**src/rtl/imm_ext_unit.sv**
```systemverilog
// imm_ext_unit: pipelined immediate-extension unit for the multicycle datapath.
// Builds a DATA_W-wide operand from the shamt / imm16 / jump-target fields of
// one instruction and hands it to the ALU-B and PC-target muxes through a
// 2-entry skid buffer with a valid/ready handshake.
// Optional build macro: EXT_ILLEGAL_TRAP_EN (modes 6/7 flag an error and
// latch a sticky trap that blocks further requests until Reset).
module imm_ext_unit #(
    parameter int DATA_W = 32
) (
    input  logic              CLK,
    input  logic              Reset,
    input  logic              flush,
    input  logic              in_valid,
    output logic              in_ready,
    input  logic [2:0]        mode,
    input  logic [4:0]        shamt,
    input  logic [15:0]       imm,
    input  logic [25:0]       target,
    input  logic [DATA_W-29:0] pc_hi,
    output logic              out_valid,
    input  logic              out_ready,
    output logic [DATA_W-1:0] out_data,
    output logic              out_err
);

    typedef enum logic [1:0] {
        EMPTY = 2'd0,
        ONE   = 2'd1,
        TWO   = 2'd2
    } bufState_t;

    bufState_t state_p1;
    bufState_t stateNext;

    logic [DATA_W-1:0] slot0Data_p1;
    logic [DATA_W-1:0] slot1Data_p1;
    logic [DATA_W-1:0] extData;
    logic              acceptReq;
    logic              drainReq;

    // Operand construction for every mode; illegal modes produce zero.
    function automatic logic [DATA_W-1:0] extendImm(
        input logic [2:0]         m,
        input logic [4:0]         sa,
        input logic [15:0]        im,
        input logic [25:0]        tgt,
        input logic [DATA_W-29:0] pcHi
    );
        logic [DATA_W-1:0] r;
        r = '0;
        case (m)
            3'd0: r[4:0] = sa;
            3'd1: r[15:0] = im;
            3'd2: begin
                r       = {DATA_W{im[15]}};
                r[15:0] = im;
            end
            3'd3: begin
                // LUI result is a 32-bit value, sign-extended to the full width
                r       = {DATA_W{im[15]}};
                r[31:0] = {im, 16'h0000};
            end
            3'd4: begin
                r       = {DATA_W{im[15]}};
                r[17:0] = {im, 2'b00};
            end
            3'd5: r = {pcHi, tgt, 2'b00};
            default: r = '0;
        endcase
        return r;
    endfunction

    assign extData   = extendImm(mode, shamt, imm, target, pc_hi);
    assign acceptReq = in_valid & in_ready;
    assign drainReq  = out_valid & out_ready;
    assign out_valid = (state_p1 != EMPTY);
    assign out_data  = slot0Data_p1;

`ifdef EXT_ILLEGAL_TRAP_EN
    logic slot0Err_p1;
    logic slot1Err_p1;
    logic trapSticky_p1;
    logic extErr;

    assign extErr   = mode[2] & mode[1];
    // Once an illegal mode has been accepted nothing more is taken in.
    assign in_ready = (state_p1 != TWO) && !trapSticky_p1;
    assign out_err  = slot0Err_p1;

    // Sticky trap: set by an accepted illegal request that flush did not discard.
    always_ff @(posedge CLK) begin
        if (Reset)
            trapSticky_p1 <= 1'b0;
        else if (!flush && acceptReq && extErr)
            trapSticky_p1 <= 1'b1;
    end

    // Error bit moves through the buffer in lockstep with its data word.
    always_ff @(posedge CLK) begin
        if (Reset || flush) begin
            slot0Err_p1 <= 1'b0;
            slot1Err_p1 <= 1'b0;
        end else begin
            case (state_p1)
                EMPTY: if (acceptReq) slot0Err_p1 <= extErr;
                ONE: begin
                    if (acceptReq && drainReq)
                        slot0Err_p1 <= extErr;
                    else if (acceptReq)
                        slot1Err_p1 <= extErr;
                end
                TWO: if (drainReq) slot0Err_p1 <= slot1Err_p1;
                default: ;
            endcase
        end
    end
`else
    // in_ready depends on registered state only, never on out_ready.
    assign in_ready = (state_p1 != TWO);
    assign out_err  = 1'b0;
`endif

    // ---- stage p1: buffer occupancy register
    always_ff @(posedge CLK) begin
        if (Reset)
            state_p1 <= EMPTY;
        else
            state_p1 <= stateNext;
    end

    // Next buffer occupancy from accept/drain; flush empties the buffer.
    always_comb begin
        stateNext = state_p1;
        if (flush) begin
            stateNext = EMPTY;
        end else begin
            case (state_p1)
                EMPTY: if (acceptReq) stateNext = ONE;
                ONE: begin
                    if (acceptReq && !drainReq)
                        stateNext = TWO;
                    else if (!acceptReq && drainReq)
                        stateNext = EMPTY;
                end
                TWO: if (drainReq) stateNext = ONE;
                default: stateNext = EMPTY;
            endcase
        end
    end

    // Buffer data: slot 0 feeds the outputs, slot 1 absorbs one stalled request.
    always_ff @(posedge CLK) begin
        if (Reset || flush) begin
            slot0Data_p1 <= '0;
            slot1Data_p1 <= '0;
        end else begin
            case (state_p1)
                EMPTY: if (acceptReq) slot0Data_p1 <= extData;
                ONE: begin
                    // accept+drain replaces the head directly, so no bubble
                    if (acceptReq && drainReq)
                        slot0Data_p1 <= extData;
                    else if (acceptReq)
                        slot1Data_p1 <= extData;
                end
                TWO: if (drainReq) slot0Data_p1 <= slot1Data_p1;
                default: ;
            endcase
        end
    end

endmodule

```
**config.mk**
```make
export PLATFORM = sky130hd
export DESIGN_NAME = imm_ext_unit
export DESIGN_NICKNAME = d
export VERILOG_FILES = /design/src/rtl/imm_ext_unit.sv
export SDC_FILE = /design/constraint.sdc
export NUM_CORES = 1
export LEC_CHECK = 0
export ABC_AREA = 1
export ABC_CLOCK_PERIOD_IN_PS = 2100
export CELL_PAD_IN_SITES_DETAIL_PLACEMENT = 1
export CELL_PAD_IN_SITES_GLOBAL_PLACEMENT = 1
export CORE_ASPECT_RATIO = 1.2
export CORE_MARGIN = 5
export CORE_UTILIZATION = 34
export CTS_CLUSTER_SIZE = 30
export DETAILED_ROUTE_END_ITERATION = 6
export PLACE_DENSITY = 0.91
export SLEW_MARGIN = 0
export SYNTH_ARGS = -nofsm -noshare
export SYNTH_HDL_FRONTEND = slang
export SYNTH_SLANG_ARGS = --single-unit
```
**constraint.sdc**
```tcl
create_clock -name CLK -period 2.1 [get_ports CLK]
set_input_delay 0.315 -clock CLK [delete_from_list [all_inputs] [get_ports CLK]]
set_output_delay 0.315 -clock CLK [all_outputs]
set_load 0.01 [all_outputs]
```
### Word-level counts from Yosys, hierarchy flattened

Cells that the tools add are included.

| operators by class | value |
|---|---|
| add/sub/neg operators | 0 |
| multiply operators | 0 |
| div/mod/pow operators | 0 |
| order comparisons | 0 |
| equal/unequal tests | 12 |
| shift-type cells | 0 |
| muxes and demuxes | 12 |
| bitwise operators | 3 |
| reductions and logical operators | 15 |

Operators with widths:

| cell | count |
|---|---|
| 2-to-1 mux 32 bit | 3 |
| case mux 32 bit (3 select lines) | 1 |
| case mux 16 bit (4 select lines) | 1 |
| case mux 11 bit (3 select lines) | 1 |
| case mux 5 bit (4 select lines) | 1 |
| 2-to-1 mux 2 bit | 4 |
| != test 2 bit (second input constant) | 4 |
| == test 3 x 2 -> 1 bit (second input constant) | 2 |
| == test 3 bit (second input constant) | 2 |
| case mux 2 bit (3 select lines) | 1 |
| AND reduction 3 bit | 2 |
| AND reduction 4 bit | 1 |
| OR reduction 2 bit | 2 |
| == test 3 x 1 -> 1 bit (second input constant) | 1 |
| logical AND 1 bit | 3 |
| logical NOT 3 bit | 1 |
| != test 3 bit (second input constant) | 1 |
| nonzero test 3 bit | 1 |
| bitwise AND 1 bit | 2 |
| == test 2 x 1 -> 1 bit (second input constant) | 1 |
| == test 2 bit (second input constant) | 1 |
| logical NOT 1 bit | 2 |
| logical NOT 2 bit | 1 |
| nonzero test 2 bit | 1 |
| other kinds (2) | 2 |

| word-level totals | value |
|---|---|
| bits in registers | 66 |
| bits in latches | 0 |
| memory bits (writable) | 0 |
| ROM bits | 0 |
| input port bits | 59 |
| output and inout port bits | 35 |
| word-level logic and storage cells | 45 |
| memories kept | 0 |

### Longest topological paths before layout

Gate-level depths: netlist of run 1.

| logic depth | value |
|---|---|
| depth in word-level cells | 7 |
| depth in mapped cells | 11 |
| gate-level depth less buffers | 9 |

### Worst setup path after synthesis of run 1

OpenSTA, ideal clock, no wires.

| path | value |
|---|---|
| path kind | register to register |
| start | register state_p1[1] |
| end | register slot0Data_p1[25], in the netlist out_data[25] |
| setup time | 70 ps |
| arrival | 1700 ps |
| required time | 2030 ps |
| slack | 331 ps |
| cell stages (with the launch flop) | 12 |
| buffers on the path | 2 |
| clock period less this slack | 1769 ps |
| path through | dfxtp_1 > inv_1 > nor2_4 > buf_2 > nor2_1 > ha_1 > a21boi_1 > nor2_4 > inv_2 > buf_2 > a21oi_1 > a21oi_1 |

| between the ends | value |
|---|---|
| longest elaborated chain between the ends | 5 |
| elaborated cells between the ends (all ways) | 14 |
| classes of those cells | eq/ne (6); mux (1); bitwise (2); reduce/logical (5) |

RTL lines:

| what | line | source |
|---|---|---|
| start, declared | 32 | `bufState_t state_p1;` |
| start signal, assigned | 128 | `state_p1 <= stateNext;` |
| != test 2 bit or nonzero test 2 bit (tied branches) | 119, 76 |  |
| bitwise AND 1 bit (on tied branches) | 74, 75 |  |
| logical AND 1 bit | 161 | `if (acceptReq && drainReq)` |
| != test 2 bit (no source line) | - |  |
| AND reduction 4 bit (no source line) | - |  |
| end signal, assigned | 158 | `EMPTY: if (acceptReq) slot0Data_p1 <= extData;` |
| end signal, assigned | 162 | `slot0Data_p1 <= extData;` |
| end signal, assigned | 166 | `TWO: if (drainReq) slot0Data_p1 <= slot1Data_p1;` |
| end, declared | 35 | `logic [DATA_W-1:0] slot0Data_p1;` |

Parallel ways exist; a longest one is shown, timed or not.
A chain may end at the register's enable or synchronous reset.

### Final worst setup path of run 1

| path | value |
|---|---|
| start | register state_p1[1] |
| end | output in_ready |

| between the ends | value |
|---|---|
| longest elaborated chain between the ends | 1 |

RTL lines:

| what | line | source |
|---|---|---|
| != test 2 bit | 119 | `assign in_ready = (state_p1 != TWO);` |
| end, declared | 14 | `output logic in_ready,` |

No other way between the ends.

==> results of run 1 <==
==> routing by layer <==
layer	part of all wire [%]	vias up	global-route usage (%)
met5	0	-	0
met4	5.1	0	11.98
met3	3.6	50	3.837
met2	54	130	40.41
met1	38	2041	24.78
li1	-	1967	-
==> power by group <==
| group | switching [mW] | internal (mW) |
|---|---|---|
| Clock | 0.539 | 0.909 |
| Combinational | 0.371 | 0.274 |
| Sequential | 0.0270 | 1.29 |
| Total | 0.937 | 2.48 |
==> sequential cells by signal, indices dropped and copies added (netlist names) <==
name	count
slot1Data_p1	32
state_p1	2
out_data	32
==> per-stage QoR <==
stage	worst slack [ps]	cells	power, mW
after global placement	-5.989	710	1.954
after floorplan	330.7	517	1.668
final	95.41	725	3.415
after detailed placement	-101.0	710	1.979
after CTS	6.975	725	3.433
after global routing	15.78	725	3.553
==> layout by cell type (no fill, tap or decap), drive strengths merged, types with 3 or more instances in the layout <==
cell type | netlist | routed
clkdlybuf4s50 | 0 | 92
a21oi | 90 | 90
ha | 3 | 3
inv | 28 | 28
clkinv | 1 | 4
o21ai | 69 | 69
clkbuf | 21 | 10
nand3 | 70 | 70
buf | 28 | 21
nand2 | 75 | 75
o21bai | 7 | 7
nand4 | 43 | 43
nor2 | 13 | 13
dfxtp | 66 | 66
==> final cells by class <==
type                    count  share of cell area, %
inverters                  29                  2.279
repair buffers            113                  22.91
well taps                 129                  3.303
clock buffers              10                  4.685
clock inverters             5                  1.152
multi-input cells         373                  38.61
flip-flops and latches     66                  27.06
==> cell families after synthesis <==
logic type / count (synthesis) / share of synthesized area [%]
buffers and inverters: 78 / 9.757
AO/OA/AOI/OAI: 168 / 24.30
AND/OR/NAND/NOR: 201 / 27.58
flip-flops: 66 / 37.20
other: 1 / 0.1056
adder cells (fa/ha/maj): 3 / 1.057
==> path summary, 6_finish.rpt <==
path	startpoint	to	slack [ps]
hold reg to reg	slot1Data_p1[31]$_SDFFE_PP0P_	out_data[31]$_SDFFE_PP0P_	540
setup reg to reg	state_p1[1]$_SDFFE_PP0P_	slot1Data_p1[21]$_SDFFE_PP0P_	200
setup / recovery	state_p1[1]$_SDFFE_PP0P_	in_ready	100
hold / removal	slot1Data_p1[31]$_SDFFE_PP0P_	out_data[31]$_SDFFE_PP0P_	540
==> critical path: cells and delay by family (launching register included) <==
family | cells | cell delay [ps]
buffers and inverters | 4 | 990
DFF | 1 | 310
and+or+nand+nor | 1 | 50
==> metrics.txt, run 1 <==
status finished, final reports clean; antenna viol nets, final 0; vias in the first global route 4435; Post-layout nets approximately 650; DR vias/cell 5.777; initial antenna violation count 0; antenna cells 0; worst-path fanout max 15; Pre-Repair DR Iteration Count 5; max incr delay on CP between 500 and 600 ps; Mean Syn Cell Area just under 7 um2; Initial Util roughly a third; slowest CP cell clkdlybuf4s50_1; register area roughly 1300 um2; setup violation total in the final timing report 0; CP Data Arrival Time between 1500 and 2000 ps; Critical Setup Path Class flip-flop to output port; clock skew roughly 8.6 ps; CTS resizes 0; Fmax achieved about 0.5 GHz; Placed Area around 4600 um2; first-pass GRT wire length ~22000 um; IO buf count 92; number of post-CTS setup repair buffers 0; Gate Count Post-Synth a little over 500; DR iter-0 viols around 160; Synth area leader dfxtp_1; GRT Residual Overflow 0; DRC 0; Netlist Area Pre-Place ~3600 um2; CP Capture Type output port; most common cell in the netlist a21oi_1; worst min path class flip-flop to flip-flop; worst-skew pair later-pin latency ~330 ps; Top Ports between 90 and 100; Die ar. 12600 um2; Slew Viols, Final 0; detailed placer's ending HPWL about 10000 um; Post-synth EDFFs 0; largest net degree at the start of global routing between 60 and 70; Final period util 95.46%; hold depth 2; final instance area a little under 5000 um2; Req. time, crit path between 1500 and 2000 ps; Syn-to-layout area delta 37.58%; CTS H-Tree Depth 3; cells along the critical path inv_1 > nor2_4 > buf_4 > inv_1 > clkdlybuf4s50_1; clk root buf clkbuf_16; WHS ~540 ps; Synth async-reset ratio 0%; cell mode on critical path inv_1; multi-input logic area between 1500 and 2000 um2; chip height 122.0 um; Post-CTS Hold Fix Bufs 0; Netlist cell types 24; Max VDD drop 0.0003640 V; cells taking the most area after synthesis dfxtp_1 37%, a21oi_1 13%, o21ai_0 9.7%; clk buf depth 2; share of cells above drive strength 1 approximately 7.6%; CTS buffer count 9; vias about 4200; syn_nets 579; synth cell count leaders 90 x a21oi_1, 74 x nand2_1, 69 x o21ai_0, 68 x nand3_1, 66 x dfxtp_1; Max Cap Viol 0; CORE AREA approximately 10000 um2; total negative slack 0 ps; Worst R2R Path Depth 9; CTS tree built; PD cells 698.7 nW/um2; RSZ-0062 raised after global routing false; GRT Util Overall between 20% and 30%; ys flop type dfxtp_1; final wirelength 13990 um; Clock transition at path regs around 50 ps; sequential element share of the synthesized area 37.20%; crit start category flip-flop; WL per Instance a little under 20 um; Die W between 100 and 150 um; FF+latch count, synth 66; fillcell total between 1000 and 1500; static leakage approximately 1.9 nW; gp weighted congestion 0.8941; Synth top area share 37.20%; Core Util, Final a little under half; crit path time final 2005 ps; # rows between 40 and 50; Hold Vio Cnt, Final 0; number of clock sinks 66; Syn. warnings 0
Power figures use the tool's default switching activity.
==> run 2: changes to the inputs <==
--- a/config.mk
+++ b/config.mk
@@ -15,7 +15,9 @@
 export CTS_CLUSTER_SIZE = 30
 export DETAILED_ROUTE_END_ITERATION = 6
 export PLACE_DENSITY = 0.91
+export SKIP_LAST_GASP = 1
 export SLEW_MARGIN = 0
 export SYNTH_ARGS = -nofsm -noshare
 export SYNTH_HDL_FRONTEND = slang
 export SYNTH_SLANG_ARGS = --single-unit
+export TNS_END_PERCENT = 20
==> metrics.txt, run 2 (synthesis gave the netlist of run 1 again) <==
vias in the first global route 4435 (unchanged); PD cells 698.6 nW/um2 (was 698.7 nW/um2); grt peak-use layer met2 (unchanged); vias 4183 (was 4188); CTS buffer count 9 (unchanged); static leakage 1.946 nW (was 1.947 nW); Slew Viols, Final 0 (unchanged); Sw Pwr 0.9360 mW (was 0.9374 mW); number of post-CTS setup repair buffers 0 (unchanged); fillcell total 1332 (was 1333); chip height 122.0 um (unchanged); detailed placer's ending HPWL 10010 um (unchanged); number of clock sinks 66 (unchanged); initial antenna violation count 0 (unchanged); DRC 0 (unchanged); DR iter-0 viols 156 (was 157); Post-layout nets 654 (unchanged); CP Capture Type output port (unchanged); worst min path class flip-flop to flip-flop (unchanged); Final period util 96.59% (was 95.46%); CTS tree built (unchanged); CTS H-Tree Depth 3 (unchanged); Top Ports 94 (unchanged); Clock transition at path regs 50 ps (about the same); CP Data Arrival Time 1710 ps (was 1690 ps); gp weighted congestion 0.8941 (unchanged); GRT Util Overall 22.53% (unchanged); Core Util, Final 47.15% (was 47.16%); Die ar. 12600 um2 (unchanged); Fmax achieved 0.4930 GHz (was 0.4989 GHz); Max VDD drop 0.0003634 V (was 0.0003640 V); CORE AREA 10360 um2 (unchanged); GRT Residual Overflow 0 (unchanged); multi-input logic area 1887 um2 (unchanged); # rows 41 (unchanged); Hold Vio Cnt, Final 0 (unchanged); worst-skew pair later-pin latency 330 ps (about the same); share of cells above drive strength 1 7.383% (was 7.550%); Pint 2.477 mW (was 2.478 mW); antenna cells 0 (unchanged); Flop pwr share 38.7% (about the same); DR vias/cell 5.770 (was 5.777); clk root buf clkbuf_16 (unchanged); Clock power frac 42.4% (about the same); Die W 103.3 um (unchanged); crit path time final 2028 ps (was 2005 ps); crit start category flip-flop (unchanged); most frequent cells in the layout 92 x clkdlybuf4s50_1, 90 x a21oi_1, 74 x nand2_1, 69 x o21ai_0, 68 x nand3_1 (unchanged); status finished, final reports clean (unchanged); Critical Setup Path Class flip-flop to output port (unchanged); final wirelength 14010 um (was 13990 um); setup violation total in the final timing report 0 (unchanged); Max Cap Viol 0 (unchanged); most common cell after layout, fill and taps aside clkdlybuf4s50_1 (unchanged); largest net degree at the start of global routing 66 (unchanged); register area 1321 um2 (was 1323 um2); Pre-Repair DR Iteration Count 5 (unchanged); RSZ-0062 raised after global routing true (was false); IO buf count 92 (unchanged); Syn-to-layout area delta 37.55% (was 37.58%); clock skew 7.179 ps (was 8.576 ps); Post-CTS Hold Fix Bufs 0 (unchanged); met2 usage 40.41% (unchanged); Req. time, crit path 1780 ps (about the same); Initial Util 34.28% (unchanged); GR Util met1 24.78% (unchanged); met3 Resource Use GR 3.837% (unchanged); first-pass GRT wire length 21980 um (unchanged); Comb pwr share 18.9% (about the same); worst-path fanout max 15 (unchanged); antenna viol nets, final 0 (unchanged); switching part of the total 27.42% (was 27.45%); Final WS setup 71.51 ps (was 95.41 ps); Placement Setup Slack -101.0 ps (unchanged); clk buf depth 2 (unchanged); WL per Instance 19.32 um (was 19.30 um)
## run 2: path summary, 6_finish.rpt
| path | start | endpoint | slack [ps] | depth (start not counted) |
|---|---|---|---|---|
| hold reg to reg | slot1Data_p1[31]$_SDFFE_PP0P_ | out_data[31]$_SDFFE_PP0P_ | 540 | 2 |
| setup / recovery | state_p1[0]$_SDFFE_PP0P_ | in_ready | 70 | 4 |
| setup reg to reg | state_p1[0]$_SDFFE_PP0P_ | slot1Data_p1[14]$_SDFFE_PP0P_ | 160 | 10 |
| hold / removal | slot1Data_p1[31]$_SDFFE_PP0P_ | out_data[31]$_SDFFE_PP0P_ | 540 | 2 |
## run 2: cell type report
class,instances,area share (%)
repair buffers,113,22.92
clock inverters,5,1.152
flip-flops and latches,66,27.04
well taps,129,3.303
clock buffers,10,4.686
inverters,29,2.279
multi-input cells,373,38.62
## run 2: power groups by stage
stage	clock network [mW]	logic (mW)	registers, mW
final	1.45	0.646	1.32
after global routing	1.53	0.698	1.32
after CTS	1.47	0.641	1.32
after detailed placement	0	0.633	1.35
after global placement	0	0.609	1.34
after floorplan	0	0.315	1.35
## run 2: repair_timing
item | in CTS | in global routing
resized for setup | 0 | 3
endpoints found under the setup margin | 0 | 34
hold endpoints to repair | 0 | 0
## run 2: routing by layer
metal / part of all wire [%] / up-vias
li1: - / 1967
met1: 38 / 2039
met2: 53 / 127
met3: 3.8 / 50
met4: 5.1 / 0
met5: 0 / -
## run 2: worst max-delay path: stages (launching register included)
cell and delay (ps):
dfxtp_1 490, nor2_4 70, buf_4 200, inv_1 90, clkdlybuf4s50_1 530
## run 2: through the flow
step / setup TNS, ps / hold slack, ps / area (um2) / cells / total power, mW
after floorplan: 0 / 486.9 / 3552 / 517 / 1.668
final: 0 / 541.4 / 4886 / 725 / 3.413
after detailed placement: -2040 / 530.3 / 4594 / 710 / 1.979
after global routing: -85.27 / 570.6 / 4886 / 725 / 3.553
after CTS: 0 / 541.0 / 4880 / 725 / 3.433
after global placement: -14.19 / 506.0 / 4594 / 710 / 1.954
